## src/rtl/hazard_pkg.sv

```systemverilog
// Shared types and constants for the hazard/forwarding scoreboard.
package hazard_pkg;

   localparam int FWD_REGFILE  = 0;
   localparam int ZERO_REG     = 0;
   // Destination field is sized for the largest supported register file.
   localparam int ENTRY_DEST_W = 8;

   typedef struct packed {
      logic                    valid;
      logic                    writes;
      logic                    is_load;
      logic [ENTRY_DEST_W-1:0] dest;
   } entry_t;

   function automatic int sel_width(input int depth);
      return $clog2(depth + 1);
   endfunction

endpackage

```

## src/rtl/hazard_match.sv

```systemverilog
// Priority encoder over the in-flight entries for one decode operand:
// reports whether any entry writes the operand, the youngest such stage, and its load flag.
module hazard_match
   import hazard_pkg::*;
#(
   parameter int DEPTH = 3,
   parameter int SEL_W = 2,
   parameter int REG_W = 5
)(
   input  entry_t [DEPTH-1:0] entries,
   input  logic   [REG_W-1:0] src,
   input  logic               uses,
   output logic               hit,
   output logic   [SEL_W-1:0] stage,
   output logic               is_load
);

   always_comb begin
      hit     = 1'b0;
      stage   = '0;
      is_load = 1'b0;
      if (uses && src != REG_W'(ZERO_REG)) begin
         // Scan oldest to youngest so the youngest match is the last one written.
         for (int k = DEPTH - 1; k >= 0; k--) begin
            if (entries[k].valid && entries[k].writes &&
                entries[k].dest == ENTRY_DEST_W'(src)) begin
               hit     = 1'b1;
               stage   = SEL_W'(k + 1);
               is_load = entries[k].is_load;
            end
         end
      end
   end

endmodule

```

## src/rtl/hazard_scoreboard.sv

```systemverilog
// Decode-stage hazard scoreboard: tracks in-flight destinations and resolves operands
// to forward / register file / stall. Define HAZARD_FWD_EN for forwarding; otherwise stall-only.
module hazard_scoreboard
   import hazard_pkg::*;
#(
   parameter  int NUM_REGS   = 32,
   parameter  int DEPTH      = 3,
   parameter  int LOAD_READY = 2,
   parameter  int CNT_W      = 16,
   localparam int REG_W      = $clog2(NUM_REGS),
   localparam int SEL_W      = sel_width(DEPTH)
)(
   input  logic             Clk,
   input  logic             Reset,
   input  logic             IssueValid,
   input  logic             IssueWrites,
   input  logic             IssueIsLoad,
   input  logic [REG_W-1:0] IssueDest,
   input  logic [REG_W-1:0] SrcA,
   input  logic [REG_W-1:0] SrcB,
   input  logic             UsesA,
   input  logic             UsesB,
   input  logic             Flush,
   output logic             Stall,
   output logic [SEL_W-1:0] FwdSelA,
   output logic [SEL_W-1:0] FwdSelB,
   output logic [CNT_W-1:0] StallCount
);

   // Index 0 holds stage 1 (execute); index DEPTH-1 holds writeback.
   entry_t [DEPTH-1:0] entry_reg;
   entry_t             issue_entry;
   logic   [CNT_W-1:0] stall_count_reg;

   logic [REG_W-1:0] src     [2];
   logic [1:0]       uses;
   logic [1:0]       hazard;
   logic [SEL_W-1:0] fwd_sel [2];

   assign src[0]  = SrcA;
   assign src[1]  = SrcB;
   assign uses    = {UsesB, UsesA};
   assign FwdSelA = fwd_sel[0];
   assign FwdSelB = fwd_sel[1];

   generate
      for (genvar gi = 0; gi < 2; gi++) begin : g_operand
         logic             hit;
         logic [SEL_W-1:0] stage;
         logic             is_load;
         logic             hz;
         logic [SEL_W-1:0] sel;

         hazard_match #(
            .DEPTH (DEPTH),
            .SEL_W (SEL_W),
            .REG_W (REG_W)
         ) u_match (
            .entries (entry_reg),
            .src     (src[gi]),
            .uses    (uses[gi]),
            .hit     (hit),
            .stage   (stage),
            .is_load (is_load)
         );

         always_comb begin
            hz  = 1'b0;
            sel = SEL_W'(FWD_REGFILE);
`ifdef HAZARD_FWD_EN
            if (hit) begin
               // Load data is not available before LOAD_READY; stall instead of forwarding.
               if (is_load && int'(stage) < LOAD_READY) begin
                  hz = 1'b1;
               end else begin
                  sel = stage;
               end
            end
`else
            hz = hit;
`endif
         end

`ifndef HAZARD_FWD_EN
         logic unused_match;
         assign unused_match = ^{stage, is_load, (LOAD_READY > 0)};
`endif

         assign hazard[gi]  = hz;
         assign fwd_sel[gi] = sel;
      end
   endgenerate

   assign Stall = IssueValid & ~Flush & (|hazard);

   always_comb begin
      issue_entry = '0;
      if (IssueValid && !Flush && !Stall) begin
         issue_entry.valid   = 1'b1;
         issue_entry.writes  = IssueWrites;
         issue_entry.is_load = IssueIsLoad;
         issue_entry.dest    = ENTRY_DEST_W'(IssueDest);
      end
   end

   always_ff @(posedge Clk or negedge Reset) begin
      if (!Reset) begin
         entry_reg       <= '0;
         stall_count_reg <= '0;
      end else begin
         entry_reg[0] <= issue_entry;
         for (int k = 1; k < DEPTH; k++) begin
            entry_reg[k] <= entry_reg[k-1];
         end
         if (Stall && stall_count_reg != {CNT_W{1'b1}}) begin
            stall_count_reg <= stall_count_reg + 1'b1;
         end
      end
   end

   assign StallCount = stall_count_reg;

endmodule

```

## config.mk

```make
export PLATFORM = sky130hd
export DESIGN_NAME = hazard_scoreboard
export DESIGN_NICKNAME = d
export VERILOG_FILES = /design/src/rtl/hazard_pkg.sv /design/src/rtl/hazard_match.sv /design/src/rtl/hazard_scoreboard.sv
export SDC_FILE = /design/constraint.sdc
export NUM_CORES = 1
export LEC_CHECK = 0
export CAP_MARGIN = 20
export CORE_MARGIN = 1
export CORE_UTILIZATION = 53
export DETAILED_ROUTE_END_ITERATION = 8
export PLACE_DENSITY = 0.87
export SLEW_MARGIN = 20
export SYNTH_ARGS = -nofsm -noshare
export SYNTH_HDL_FRONTEND = slang
export SYNTH_SLANG_ARGS = --single-unit
```

## constraint.sdc

```tcl
create_clock -name Clk -period 5.6 [get_ports Clk]
set_clock_uncertainty 0.05 [all_clocks]
set_input_delay 1.12 -clock Clk [delete_from_list [all_inputs] [get_ports Clk]]
set_output_delay 1.12 -clock Clk [all_outputs]
set_load 0.02 [all_outputs]
```

# After elaboration in Yosys (flattened, before gate mapping)
# Index checks and enable logic that the tools add are counted.
op_classes:
  addsub: 1
  n_mul: 0
  div: 0
  magnitude_cmp: 0
  n_eq_ne: 7
  shifts: 0
  mux: 9
  bitwise_logic: 3
  n_reduce_logical: 19
ops:
  columns: ["op", "n"]
  rows:
  - ["8-bit by 5-bit equality test with 1-bit output", 6]
  - ["16-bit by 1-bit adder with 16-bit output (second input constant)", 1]
  - ["16-bit != test (second input constant)", 1]
  - ["1-bit logical AND", 14]
  - ["11-bit 2-to-1 mux", 1]
  - ["5-bit nonzero test", 2]
  - ["1-bit 2-to-1 mux", 8]
  - ["1-bit AND", 2]
  - ["1-bit logical NOT", 2]
  - ["2-bit OR reduction", 1]
  - ["1-bit inverter", 1]
word_totals:
  regBits: 46
  latchBits: 0
  ramBits: 0
  mem_bits_ro: 0
  input_bits: 23
  output_inout_bits: 21
  word_cells: 49
  mem_count: 0

# Longest topological paths before layout
depth:
  depth_word: 11
  depth_mapped: 7
  depth_no_buf: 7

# Cells and area by module
# A second synthesis with hierarchy kept.
unflattened:
  hier_cells: 191
  area_unflattened_um2: 2153.3
by_module_without_submodules:
  columns: ["mod", "instances", "cells_per_inst", "area_each_um2", "seq_area_each_um2"]
  rows:
  - ["hazard_scoreboard", 1, 109, 1515.2, 1001.0]
  - ["hazard_match", 2, 41, 319.1, 0.0]

# Worst setup path after synthesis
# Ideal clock, no wire load.
synth_path:
  kind: "in2out"
  startpoint: "in SrcA[4]"
  endpoint: "out Stall"
  t_arrival_ps: 2580
  required_time_ps: 4430
  slack_ps: 1850
  cell_stages: 6
  n_path_buf: 1
  path_cell_list: "xor2_1 nor4_2 nand4_2 a311oi_4 buf_6 or2_1"
synth_between:
  elab_chain_cells: 8
  elab_cells_between_ends: 14
  classes_between: "eq/ne: 3; mux: 4; bitwise: 1; reduce/logical: 6"
synth_rtl:
  columns: ["element", "line", "rtl"]
  rows:
  - ["start, declared", "hazard_scoreboard.sv:19", "input logic [REG_W-1:0] SrcA,"]
  - ["8-bit by 5-bit equality test with 1-bit output", "hazard_match.sv:26", "entries[k].dest == ENTRY_DEST_W'(src)) begin"]
  - ["1-bit logical AND", "hazard_match.sv:25", "if (entries[k].valid && entries[k].writes &&"]
  - ["1-bit 2-to-1 mux (3 in series)", "hazard_match.sv:25", null]
  - ["1-bit 2-to-1 mux *", "hazard_match.sv:22", "if (uses && src != REG_W'(ZERO_REG)) begin"]
  - ["2-bit OR reduction *", "hazard_scoreboard.sv:94", "assign Stall = IssueValid & ~Flush & (|hazard);"]
  - ["1-bit AND *", "hazard_scoreboard.sv:94", null]
  - ["end, declared", "hazard_scoreboard.sv:24", "output logic Stall,"]
# Mark *: on every way between the ends. The rest lies on a longest branch, timed or not.

# Worst setup path in the final report
layout_path:
  startpoint: "in SrcB[1]"
  endpoint: "out Stall"
layout_between:
  elab_chain_cells: 8
  elab_cells_between_ends: 14
  classes_between: "eq/ne: 3; mux: 4; bitwise: 1; reduce/logical: 6"
layout_rtl:
  columns: ["element", "line", "rtl"]
  rows:
  - ["start, declared", "hazard_scoreboard.sv:20", "input logic [REG_W-1:0] SrcB,"]
  - ["8-bit by 5-bit equality test with 1-bit output", "hazard_match.sv:26", null]
  - ["1-bit logical AND", "hazard_match.sv:25", null]
  - ["1-bit 2-to-1 mux (3 in series)", "hazard_match.sv:25", null]
  - ["1-bit 2-to-1 mux *", "hazard_match.sv:22", null]
  - ["2-bit OR reduction *", "hazard_scoreboard.sv:94", null]
  - ["1-bit AND *", "hazard_scoreboard.sv:94", null]
# Marked as above.

==> results.tsv <==
metric	value	unit
status	complete, no violations	
clock share of power	40.7	%
critical path endpoint category	output pin	
commonest non-fill, non-tap cell in the layout	clkdlybuf4s50_1	
predominant post-synthesis flop cell	dfrtp_1	
clk_lat worst skew	340	ps
Post-CTS Hold Buffers	0	
Switching Share	21.9	%
leakage power	1.10	nW
CP top delay family	buffers and inverters	
pin count of the biggest net entering global routing	38	
WL met3	160	µm
die area	3870	µm²
input/output buffers	38	
CTS tree	yes	
Final period util	83.3	%
share of the synthesized area in the top cell type	48.2	%
gr ovfl total	0	
Worst Max-Slew Pin Slew	667	ps
WL final	3980	µm
Non-Filler Instances	250	
first-pass GRT wire length	6800	µm
yosys synthesis warning count	0	
buffers and inverters on the worst path	2	
RSZ-0062 raised after global routing	false	
Metal-1 WL	1720	µm
share of flip-flops with an asynchronous set or reset	100	%
initial drt markers	44	
Final setup viols	0	
Seq/Total Area, Yosys	48.2	%
top sig layer	met4	
n_diodes	0	
drt drc	0	
die extent in x	62.2	µm
Max Fclk	214	MHz
Post-DRT Antenna Nets	0	
largest area contributor in the netlist	dfrtp_1	
Worst Path Required	4430	ps
Area growth syn-to-layout	27.1	%
critical path class	in2out	
crit-path most repeated cell	clkdlybuf4s50_1	
Setup crit start kind	primary input	
Sw Pwr	0.123	mW
max reg flops	21	
Worst Hold Class	reg2reg	
total core area	3420	µm²
HPWL Detailed	3010	µm
final design area excluding fillers	2440	µm²
Via density	5.56	
Final TNS setup	0	ps
Unique masters post-synth	36	
vias in the first global route	1451	
share of layout cells above drive strength 1	13.2	%
total global-route track usage	22.6	%
Die Ht	62.2	µm
Ports	44	
Row Count	21	
CTS root buf	clkbuf_4	
Final nets	227	
placed insts	242	
count of final hold-check violations	0	
CP max stage delay	600	ps
Post-CTS Setup Bufs	0	
slowest CP cell	clkdlybuf4s50_1	
met2 wire length	2080	µm
mean routed wirelength per cell	15.9	µm
Cells after Synth	158	
Power Total	0.560	mW
post-cts resize count	0	
clock slew at the register clock pins of the worst setup and hold paths	100	ps
Max VDD drop	206	µV
initial antenna violation count	0	
Final Util	71.5	%
Placement Cell Area	2340	µm²
post-synthesis cell area	1920	µm²
worst reg2reg setup slack	3210	ps
max_cap viols	0	
Rel. slew slack	55.2	%
gpl congestion	0.867	
DRT Pass-1 Iters	4	
Clock Sinks	37	
# H-tree levels	2	
Initial Util	56.3	%
critical path cell sequence	clkdlybuf4s50_1, xor2_1, nor4_1, nand4_1, a311oi_4, or2_1, clkdlybuf4s50_1	
via count	1391	
worst endpoint data arrival time	3490	ps
clock buffer depth	2	
power share of the sequential group	50.1	%
Synth area leaders	dfrtp_1, xor2_1, xnor2_1	
Syn Area/Cell	12.2	µm²
Comb power frac	9.3	%
Tmin final	4660	ps
Num CTS Buffers	5	
Yosys reg bits	37	
EDFF count, synth	0	
Filler cells	234	
peak fanout along the critical path	4	
pwr/cell area	229	nW/µm²
commonest cells after routing, fill and taps aside	clkdlybuf4s50_1, dfrtp_1, xor2_1	
Slew Viols, Final	0	
internal power	0.437	mW
power by group through the flow:
stage / Sequential (mW) / Clock, mW / Combinational (mW)
final: 0.280 / 0.228 / 0.0519
after global placement: 0.285 / 0 / 0.0501
after detailed placement: 0.285 / 0 / 0.0519
after global routing: 0.281 / 0.243 / 0.0563
after floorplan: 0.284 / 0 / 0.0236
after CTS: 0.280 / 0.232 / 0.0523
path summary, 6_finish.rpt:
path	from	to	cells past startpoint
hold reg to reg	entry_reg[10]	entry_reg[21]	0
setup / recovery	SrcB[1]	Stall	7
max in group asynchronous	Reset	entry_reg[2]	2
setup reg to reg	entry_reg[15]	StallCount[14]	7
min in group asynchronous	Reset	StallCount[4]	2
hold / removal	entry_reg[10]	entry_reg[21]	0
per-layer routing:
layer | global-route usage [%] | vias to the layer above
met5 | 0 | -
li1 | - | 652
met3 | 5.15 | 2
met2 | 40.5 | 41
met1 | 27.7 | 696
met4 | 4.36 | 0
synth_stat cells (3+ instances only):
master / n
xnor2_1: 19
and3_1: 7
xor2_1: 24
nor4_1: 6
nand4_1: 6
nand2_1: 3
o211ai_2: 6
o21ai_1: 3
nor2_1: 4
o21ai_2: 3
and2_1: 7
dfrtp_1: 37
buf_4: 4
layout make-up:
type / count / area, µm² / area share, %
flip-flops and latches: 37 / 926 / 37.9
clock buffers: 5 / 37.5 / 1.54
multi-input cells: 117 / 951 / 38.9
clock inverters: 3 / 65.1 / 2.66
repair buffers: 41 / 403 / 16.5
well taps: 46 / 57.6 / 2.36
inverters: 1 / 3.75 / 0.154
per-stage QoR:
stage	setup slack, ps	hold slack [ps]
after floorplan	1850	323
after global routing	809	397
after detailed placement	932	357
final	937	377
after CTS	925	382
after global placement	973	339
cell families after synthesis:
kind of cell               count (synthesis)  synth area share (%)
DFF                                       37                  48.2
and+or+nand+nor                           44                  14.3
buffers and inverters                      7                  2.93
xor gates and xnor gates                  43                  19.6
muxes                                      3                  1.89
other                                      1                 0.195
adders and majority gates                  1                 0.651
AOI/OAI and AO/OA                         22                  12.3
Note: power is estimated with default switching activity, not from simulation.
